### src/rtl/aes_result_uart_tx.sv
// aes_result_uart_tx: sends a captured 128-bit AES result over a UART line.
// The message is 32 uppercase ASCII hex digits, most significant nibble first,
// followed by CR LF. Each character is framed 8N1. Characters follow each
// other with no gap cycles between them.
module aes_result_uart_tx #(
    parameter int unsigned CLK_FREQ = 100000000,
    parameter int unsigned BAUD     = 115200
) (
    input  logic         clk,
    input  logic         rst,
    input  logic [127:0] data_in,
    input  logic         send,
    output logic         busy,
    output logic         done,
    output logic         tx
);

    localparam int unsigned CLKS_PER_BIT = CLK_FREQ / BAUD;
    localparam int unsigned CNT_W        = $clog2(CLKS_PER_BIT);
    localparam logic [CNT_W-1:0] BAUD_LAST = CNT_W'(CLKS_PER_BIT - 1);
    localparam logic [5:0] CHAR_CR   = 6'd32;
    localparam logic [5:0] CHAR_LAST = 6'd33;

    typedef enum logic [1:0] {
        StIdle,
        StStart,
        StData,
        StStop
    } state_e;

    state_e             r_state, w_state_nxt;
    logic [CNT_W-1:0]   r_baud_cnt, w_baud_cnt_nxt;
    logic [2:0]         r_bit_idx, w_bit_idx_nxt;
    logic [5:0]         r_char_idx, w_char_idx_nxt;
    logic [127:0]       r_data, w_data_nxt;
    logic               r_tx, w_tx_nxt;
    logic               r_done, w_done_nxt;

    logic [3:0]         w_nibble;
    logic [7:0]         w_char;
    logic               w_bit_end;

    // Select the character currently being sent from the character index.
    always_comb begin
        // Character i uses nibble 31-i, i.e. the bitwise inverse of the low 5 index bits.
        w_nibble = r_data[{~r_char_idx[4:0], 2'b00} +: 4];
        if (r_char_idx == CHAR_CR) begin
            w_char = 8'h0D;
        end else if (r_char_idx == CHAR_LAST) begin
            w_char = 8'h0A;
        end else if (w_nibble < 4'd10) begin
            w_char = 8'h30 + {4'h0, w_nibble};
        end else begin
            w_char = 8'h37 + {4'h0, w_nibble};
        end
    end

    assign w_bit_end = (r_baud_cnt == BAUD_LAST);

    // Next-state logic: bit timing, bit/character sequencing and the serial output value.
    always_comb begin
        w_state_nxt    = r_state;
        w_baud_cnt_nxt = r_baud_cnt;
        w_bit_idx_nxt  = r_bit_idx;
        w_char_idx_nxt = r_char_idx;
        w_data_nxt     = r_data;
        w_tx_nxt       = r_tx;
        w_done_nxt     = 1'b0;

        case (r_state)
            StIdle: begin
                w_tx_nxt = 1'b1;
                if (send) begin
                    // tx drops on the accepting edge itself.
                    w_state_nxt    = StStart;
                    w_data_nxt     = data_in;
                    w_tx_nxt       = 1'b0;
                    w_baud_cnt_nxt = '0;
                    w_bit_idx_nxt  = '0;
                    w_char_idx_nxt = '0;
                end
            end
            StStart: begin
                if (w_bit_end) begin
                    w_baud_cnt_nxt = '0;
                    w_bit_idx_nxt  = '0;
                    w_tx_nxt       = w_char[0];
                    w_state_nxt    = StData;
                end else begin
                    w_baud_cnt_nxt = r_baud_cnt + CNT_W'(1);
                end
            end
            StData: begin
                if (w_bit_end) begin
                    w_baud_cnt_nxt = '0;
                    if (r_bit_idx == 3'd7) begin
                        w_tx_nxt    = 1'b1;
                        w_state_nxt = StStop;
                    end else begin
                        w_bit_idx_nxt = r_bit_idx + 3'd1;
                        w_tx_nxt      = w_char[r_bit_idx + 3'd1];
                    end
                end else begin
                    w_baud_cnt_nxt = r_baud_cnt + CNT_W'(1);
                end
            end
            StStop: begin
                if (w_bit_end) begin
                    w_baud_cnt_nxt = '0;
                    if (r_char_idx == CHAR_LAST) begin
                        w_char_idx_nxt = '0;
                        w_done_nxt     = 1'b1;
                        w_tx_nxt       = 1'b1;
                        w_state_nxt    = StIdle;
                    end else begin
                        // Next start bit begins immediately: no gap between characters.
                        w_char_idx_nxt = r_char_idx + 6'd1;
                        w_tx_nxt       = 1'b0;
                        w_state_nxt    = StStart;
                    end
                end else begin
                    w_baud_cnt_nxt = r_baud_cnt + CNT_W'(1);
                end
            end
            default: begin
                w_state_nxt = StIdle;
                w_tx_nxt    = 1'b1;
            end
        endcase
    end

    // State register with synchronous active-high reset; reset aborts any message.
    always_ff @(posedge clk) begin
        if (rst) begin
            r_state    <= StIdle;
            r_baud_cnt <= '0;
            r_bit_idx  <= '0;
            r_char_idx <= '0;
            r_data     <= '0;
            r_tx       <= 1'b1;
            r_done     <= 1'b0;
        end else begin
            r_state    <= w_state_nxt;
            r_baud_cnt <= w_baud_cnt_nxt;
            r_bit_idx  <= w_bit_idx_nxt;
            r_char_idx <= w_char_idx_nxt;
            r_data     <= w_data_nxt;
            r_tx       <= w_tx_nxt;
            r_done     <= w_done_nxt;
        end
    end

    assign busy = (r_state != StIdle);
    assign done = r_done;
    assign tx   = r_tx;

endmodule
### config.mk
export PLATFORM = sky130hd
export DESIGN_NAME = aes_result_uart_tx
export DESIGN_NICKNAME = d
export VERILOG_FILES = /design/src/rtl/aes_result_uart_tx.sv
export SDC_FILE = /design/constraint.sdc
export NUM_CORES = 1
export LEC_CHECK = 0
export ABC_CLOCK_PERIOD_IN_PS = 2950
export BUFFER_PORTS_ARGS = -buffer_cell sky130_fd_sc_hd__buf_4
export CORE_UTILIZATION = 48
export DETAILED_ROUTE_END_ITERATION = 6
export PLACE_DENSITY = 0.74
export SETUP_SLACK_MARGIN = 0.05
export SYNTH_ARGS = -nofsm -noshare
export SYNTH_HDL_FRONTEND = slang
export SYNTH_SLANG_ARGS = --single-unit
export TNS_END_PERCENT = 30
### constraint.sdc
create_clock -name clk -period 2.95 [get_ports clk]
set_input_delay 0.295 -clock clk [delete_from_list [all_inputs] [get_ports clk]]
set_output_delay 0.295 -clock clk [all_outputs]
set_load 0.01 [all_outputs]
**After elaboration in Yosys (flattened, before gate mapping)**

Cells that the tools add are included.

- Flip-flop bits (word level): 151
- Input port bits: 131
- Output and inout port bits: 3
- Word-level logic and storage cells: 73

- Add/subtract/negate cells: 5
- $lt $le $gt $ge: 2
- Eq/ne operators: 13
- Shift operators: 1
- Multiplexer cells: 31
- Bitwise logic cells: 3
- Reduce and logical (&&, ||, !) cells: 11

Operator list:

| operator | count |
|---|---|
| $shiftx 128x8->4 | 1 |
| $mux 7 | 3 |
| $mux 10 | 2 |
| $pmux 10 s2 | 1 |
| $mux 6 | 3 |
| $add 6x4->7 const A | 2 |
| $eq 6x6->1 const B | 2 |
| $mux 3 | 4 |
| $ne 2x2->1 const B | 6 |
| $pmux 6 s2 | 1 |
| $add 10x1->10 const B | 1 |
| $eq 10x10->1 const B | 1 |
| $mux 2 | 5 |
| $reduce_and 5->1 | 2 |
| $pmux 3 s3 | 1 |
| $mux 1 | 8 |
| $pmux 2 s4 | 1 |
| $add 6x1->6 const B | 1 |
| $reduce_and 3->1 | 2 |
| $reduce_or 3->1 | 2 |
| $not 5->5 | 1 |
| $eq 2x2->1 const B | 2 |
| $lt 3x4->1 const B | 1 |
| $lt 4x4->1 const B | 1 |
| 10 further kinds | 12 |

**Logic depth before layout (Yosys ltp)**

- Depth in word-level cells: 11
- Mapped depth: 14
- Mapped depth without buffers: 11

**Worst setup path after synthesis**

OpenSTA, ideal clock, no wires.

- Path kind: reg2reg
- Start point: register r_char_idx[0]
- End point: register r_tx (netlist: tx)
- Library setup time: 0.128 ns
- Arrival time: 2.996 ns
- Required time: 2.822 ns
- Slack: -0.173 ns
- Stages on the path, launching flop included: 12
- Buffers on the path: 2
- Period minus slack after synthesis: 3.123 ns
- Cells stage by stage: dfxtp_1 -> buf_6 -> buf_12 -> mux4_1 -> mux4_2 -> mux2i_4 -> ha_1 -> nand3b_1 -> a2111oi_0 -> o41a_1 -> a2111oi_1 -> o31ai_1

- Longest elaborated chain between the ends: 11
- Elaborated cells between the ends (all ways): 18
- Those cells by class: add/sub: 2; order compare: 1; eq/ne: 2; shift: 1; mux: 11; bitwise: 1

Ends and longest elaborated chain:

| what | RTL line | source |
|---|---|---|
| start, declared | 34 | `logic [5:0] r_char_idx, w_char_idx_nxt;` |
| start signal, assigned | 146 | `r_char_idx <= w_char_idx_nxt;` |
| $not 5->5 | 46 | `w_nibble = r_data[{~r_char_idx[4:0], 2'b00} +: 4];` |
| $shiftx 128x8->4 | 46 |  |
| $add 6x4->7 (tied with other cells) | 54 | `w_char = 8'h37 + {4'h0, w_nibble};` |
| $mux 7 | 51 | `end else if (w_nibble < 4'd10) begin` |
| $mux 7 | 49 | `end else if (r_char_idx == CHAR_LAST) begin` |
| $mux 7 | 47 | `if (r_char_idx == CHAR_CR) begin` |
| $bmux 1 s3 | 101 | `w_tx_nxt = w_char[r_bit_idx + 3'd1];` |
| $mux 1 (implied by the code) | 101 |  |
| $mux 1 | 96 | `if (r_bit_idx == 3'd7) begin` |
| $mux 1 | 94 | `if (w_bit_end) begin` |
| $pmux 1 s4 (*) | 70 | `case (r_state)` |
| end signal, assigned | 148 | `r_tx <= w_tx_nxt;` |
| end, declared | 36 | `logic r_tx, w_tx_nxt;` |

Every way passes the cells marked *; elsewhere a longest branch is shown, timed or not. The select of a mux whose other input is x is not followed.
A chain may end at the register's enable or synchronous reset.

**Worst setup path after layout**

Same ends and word-level chain as after synthesis.

==> impl_metrics.py <==
metrics = {
    "run_status": {
        "outcome": "complete, no violations",
    },
    "synthesis": {
        "synth_area_leader_cell": "dfxtp_1",
        "syn_inst": 817,
        "ys_ff_latch": 151,
        "seq_area_frac_synth": 0.4391,
        "synthDistinctLibCells": 56,
        "synth_area_leaders": "dfxtp_1 (44%), nand2_1 (15%), a21oi_1 (9.9%)",
        "synthDominantCellAreaShare": 0.4391,
        "synth_nets": 960,
        "synth-main-ff-cell": "dfxtp_1",
        "synth_edf_count": 0,
        "avgSynthCellArea_um2": 8.426,
        "syn-cell-area_mm2": 0.006884,
        "synth-async-reset-ratio": 0,
        "synth_warnings": 0,
    },
    "sta": {
        "setup-violations-final": 0,
        "max_freq_mhz": 343.0,
        "min_period_ns": 2.916,
        "setup_ws_ns": 0.03423,
        "clock_skew_ns": 0.01058,
        "slew_viol_final": 0,
        "tightest_slew_ns": 0.6901,
        "rsz0062_at_grt": "yes",
        "maxSlewHeadroom": 0.5399,
        "fin_crit_sh": 0.9884,
        "hold_viol": 0,
    },
    "run": {
        "drv_cap": 0,
    },
    "clock_tree": {
        "cts.clk_slew.worst_paths_ns": 0.07,
        "clockBufferDepth": 2,
        "clock_sinks": 151,
        "numCtsBuffers": 17,
        "cts_hold_buf": 0,
        "clock_latency_ns": 0.44,
        "cts_htree_levels": 4,
        "cts-root-buf": "clkbuf_16",
        "cts_tree": "built",
    },
    "drt": {
        "wire_per_inst_um": 15.43,
        "route.detailed.drc": 0,
        "ant_nets": 0,
        "wirelength_um": 17500,
        "via_per_inst": 5.402,
        "vias": 6126,
        "first_pass_iters": 5,
        "first_iter_violations": 370,
    },
    "min_path": {
        "hold_path_class": "in -> reg",
    },
    "worst_setup_path": {
        "worstPathRequired_ns": 3.30,
        "end_kind": "register",
        "critPathLaunchType": "register",
        "worstSetupPathType": "reg -> reg",
        "critical_path.max_fanout": 5,
        "critical_path_arrival_ns": 3.26,
    },
    "pwr": {
        "powerDensity_mw_per_mm2": 779.5,
        "leakage_uw": 0.003445,
        "max-vdd-ir-drop_v": 0.0005550,
    },
    "cells_and_area": {
        "fin_nets": 1084,
        "diodes": 0,
        "area_growth_pct": 27.26,
        "utilization": 0.6287,
        "final_layout_size_suffix_gt1_frac": 0.2516,
    },
    "grt": {
        "grt_pass1_wl_um": 28000,
        "grt_pass1_vias": 5680,
        "antenna_found_initial": 0,
        "grt_usage": 0.2471,
        "grt_max_degree": 79,
        "grt-ovfl-total": 0,
    },
    "placement": {
        "portBuffers": 133,
        "pre_cts_slack_ns": -0.1099,
        "hpwl_um": 12410,
        "gp_congestion": 0.8607,
    },
    "die": {
        "die_x_um": 121.8,
        "core-area_mm2": 0.01393,
        "io_pins": 134,
        "die_h_um": 121.8,
        "start_util": 0.4940,
        "rows": 43,
        "die_area_mm2": 0.01482,
    },
}
[power by group]
part | switching (µW) | internal, µW
combinational | 1180 | 899
sequential | 241 | 2400
clock | 910 | 1200
total | 2330 | 4500
[registers in the layout, summed over array words and instances (netlist names)]
| signal | count |
|---|---|
| r_char_idx | 6 |
| done | 1 |
| r_state | 2 |
| r_data | 128 |
| r_bit_idx | 3 |
| r_baud_cnt | 10 |
| tx | 1 |
[worst paths after layout]
kind / start / endpoint / cells after the start / slack [ns]
max reg2reg: r_char_idx[0] / tx / 11 / 0.03
min: data_in[97] / r_data[97] / 3 / 0.1
min reg2reg: r_data[115] / r_data[115] / 2 / 0.45
max: r_char_idx[0] / tx / 11 / 0.03
[layout make-up]
class | instances | area, µm²
repair buffers | 165 | 1300
well taps | 180 | 225.2
flip-flops and latches | 151 | 3028
multi-input cells | 596 | 3591
clock inverters | 14 | 140.1
inverters | 10 | 37.54
fillers | 1191 | 5174
clock buffers | 18 | 439.2
[metal layers]
metal / vias to the layer above / track usage / routed length [µm]
li1: 3051 / - / -
met1: 2883 / 0.3317 / 7897
met2: 163 / 0.3884 / 8306
met3: 29 / 0.04775 / 930
met4: 0 / 0.1026 / 364
met5: - / 0 / 0
[cell usage after synthesis, types with 3 or more instances]
cell and count:
nor2_1 29, buf_2 11, nand3_1 13, nor3_1 4, o221ai_1 4, a211oi_1 4
xor2_1 10, o21ai_0 5, a22o_1 3, xnor2_1 4, buf_1 4, nand2_1 274
nor2b_1 4, buf_4 4, and3_1 4, a21oi_1 136, inv_1 10, ha_1 12
nand4_1 8, mux2i_1 14, dfxtp_1 151, clkbuf_1 39, mux4_1 11, mux4_2 17
and2_1 3
[cells in the final DEF, fill, tap and decap left out, types with 2 or more instances in the layout]
| cell type | synthesis | final |
|---|---|---|
| clkbuf_16 | 0 | 17 |
| a31oi_1 | 2 | 2 |
| inv_1 | 10 | 10 |
| a22o_1 | 3 | 3 |
| nor2_1 | 29 | 28 |
| nand2_2 | 0 | 2 |
| mux4_1 | 11 | 3 |
| nand2_1 | 274 | 271 |
| nor4_1 | 2 | 2 |
| and4b_1 | 2 | 2 |
| xnor2_1 | 4 | 4 |
| a211oi_1 | 4 | 3 |
| a211o_1 | 2 | 2 |
| xor2_1 | 10 | 10 |
| nor3_1 | 4 | 4 |
| o31ai_1 | 2 | 2 |
| mux4_2 | 17 | 25 |
| ha_1 | 12 | 11 |
| a21oi_1 | 136 | 136 |
| dfxtp_1 | 151 | 149 |
| buf_12 | 1 | 4 |
| nand3b_1 | 2 | 2 |
| and2_1 | 3 | 3 |
| mux2i_1 | 14 | 14 |
| clkinvlp_4 | 0 | 5 |
| nand4_1 | 8 | 8 |
| nand3_1 | 13 | 13 |
| nor2b_1 | 4 | 4 |
| o221ai_1 | 4 | 4 |
| and3_1 | 4 | 4 |
| mux2_2 | 2 | 2 |
| inv_6 | 0 | 4 |
| o21ai_0 | 5 | 5 |
| clkinv_4 | 0 | 3 |
| buf_4 | 4 | 159 |
[cell families (layout without fill, tap and decap cells)]
| kind of cell | Yosys count | count (layout) | share of synthesized area |
|---|---|---|---|
| AOI/OAI and AO/OA | 173 | 173 | 0.1418 |
| xor gates and xnor gates | 14 | 14 | 0.01781 |
| adders and majority gates | 12 | 12 | 0.02181 |
| buffers and inverters | 70 | 207 | 0.04580 |
| DFF | 151 | 151 | 0.4391 |
| muxes | 45 | 45 | 0.1245 |
| and+or+nand+nor | 352 | 352 | 0.2092 |
[repair_timing]
action / in CTS / in global routing
setup buffers: 6 / 0
setup endpoints to repair: 1 / 1
cloned: 0 / 0
gates resized for setup: 15 / 7
pin swaps: 6 / 4
[worst max-delay path, stage by stage (launching register included)]
cell and delay [ns]:
dfxtp_4 0.37, buf_12 0.12, mux4_2 0.50, mux4_2 0.51
mux2i_4 0.20, ha_4 0.17, nand2_2 0.06, and4b_1 0.28
o2111ai_2 0.13, a32oi_2 0.22, a2111oi_2 0.10, o31ai_1 0.18
[stage by stage]
| stage | instance area [µm²] | instances | hold slack [ns] | TNS [ns] | power, µW |
|---|---|---|---|---|---|
| 2_1_floorplan | 6893 | 817 | 0.4310 | 0 | 4031 |
| 4_1_cts | 8722 | 1134 | 0.08666 | 0 | 6827 |
| 5_1_grt | 8761 | 1134 | 0.09114 | -0.08711 | 7211 |
| 6_report | 8761 | 1134 | 0.09823 | 0 | 6829 |
| 3_3_place_gp | 8088 | 1096 | 0.4389 | -0.002014 | 4621 |
| 3_5_place_dp | 8088 | 1096 | 0.4473 | -0.1099 | 4653 |
(Power assumes the default switching activity.)
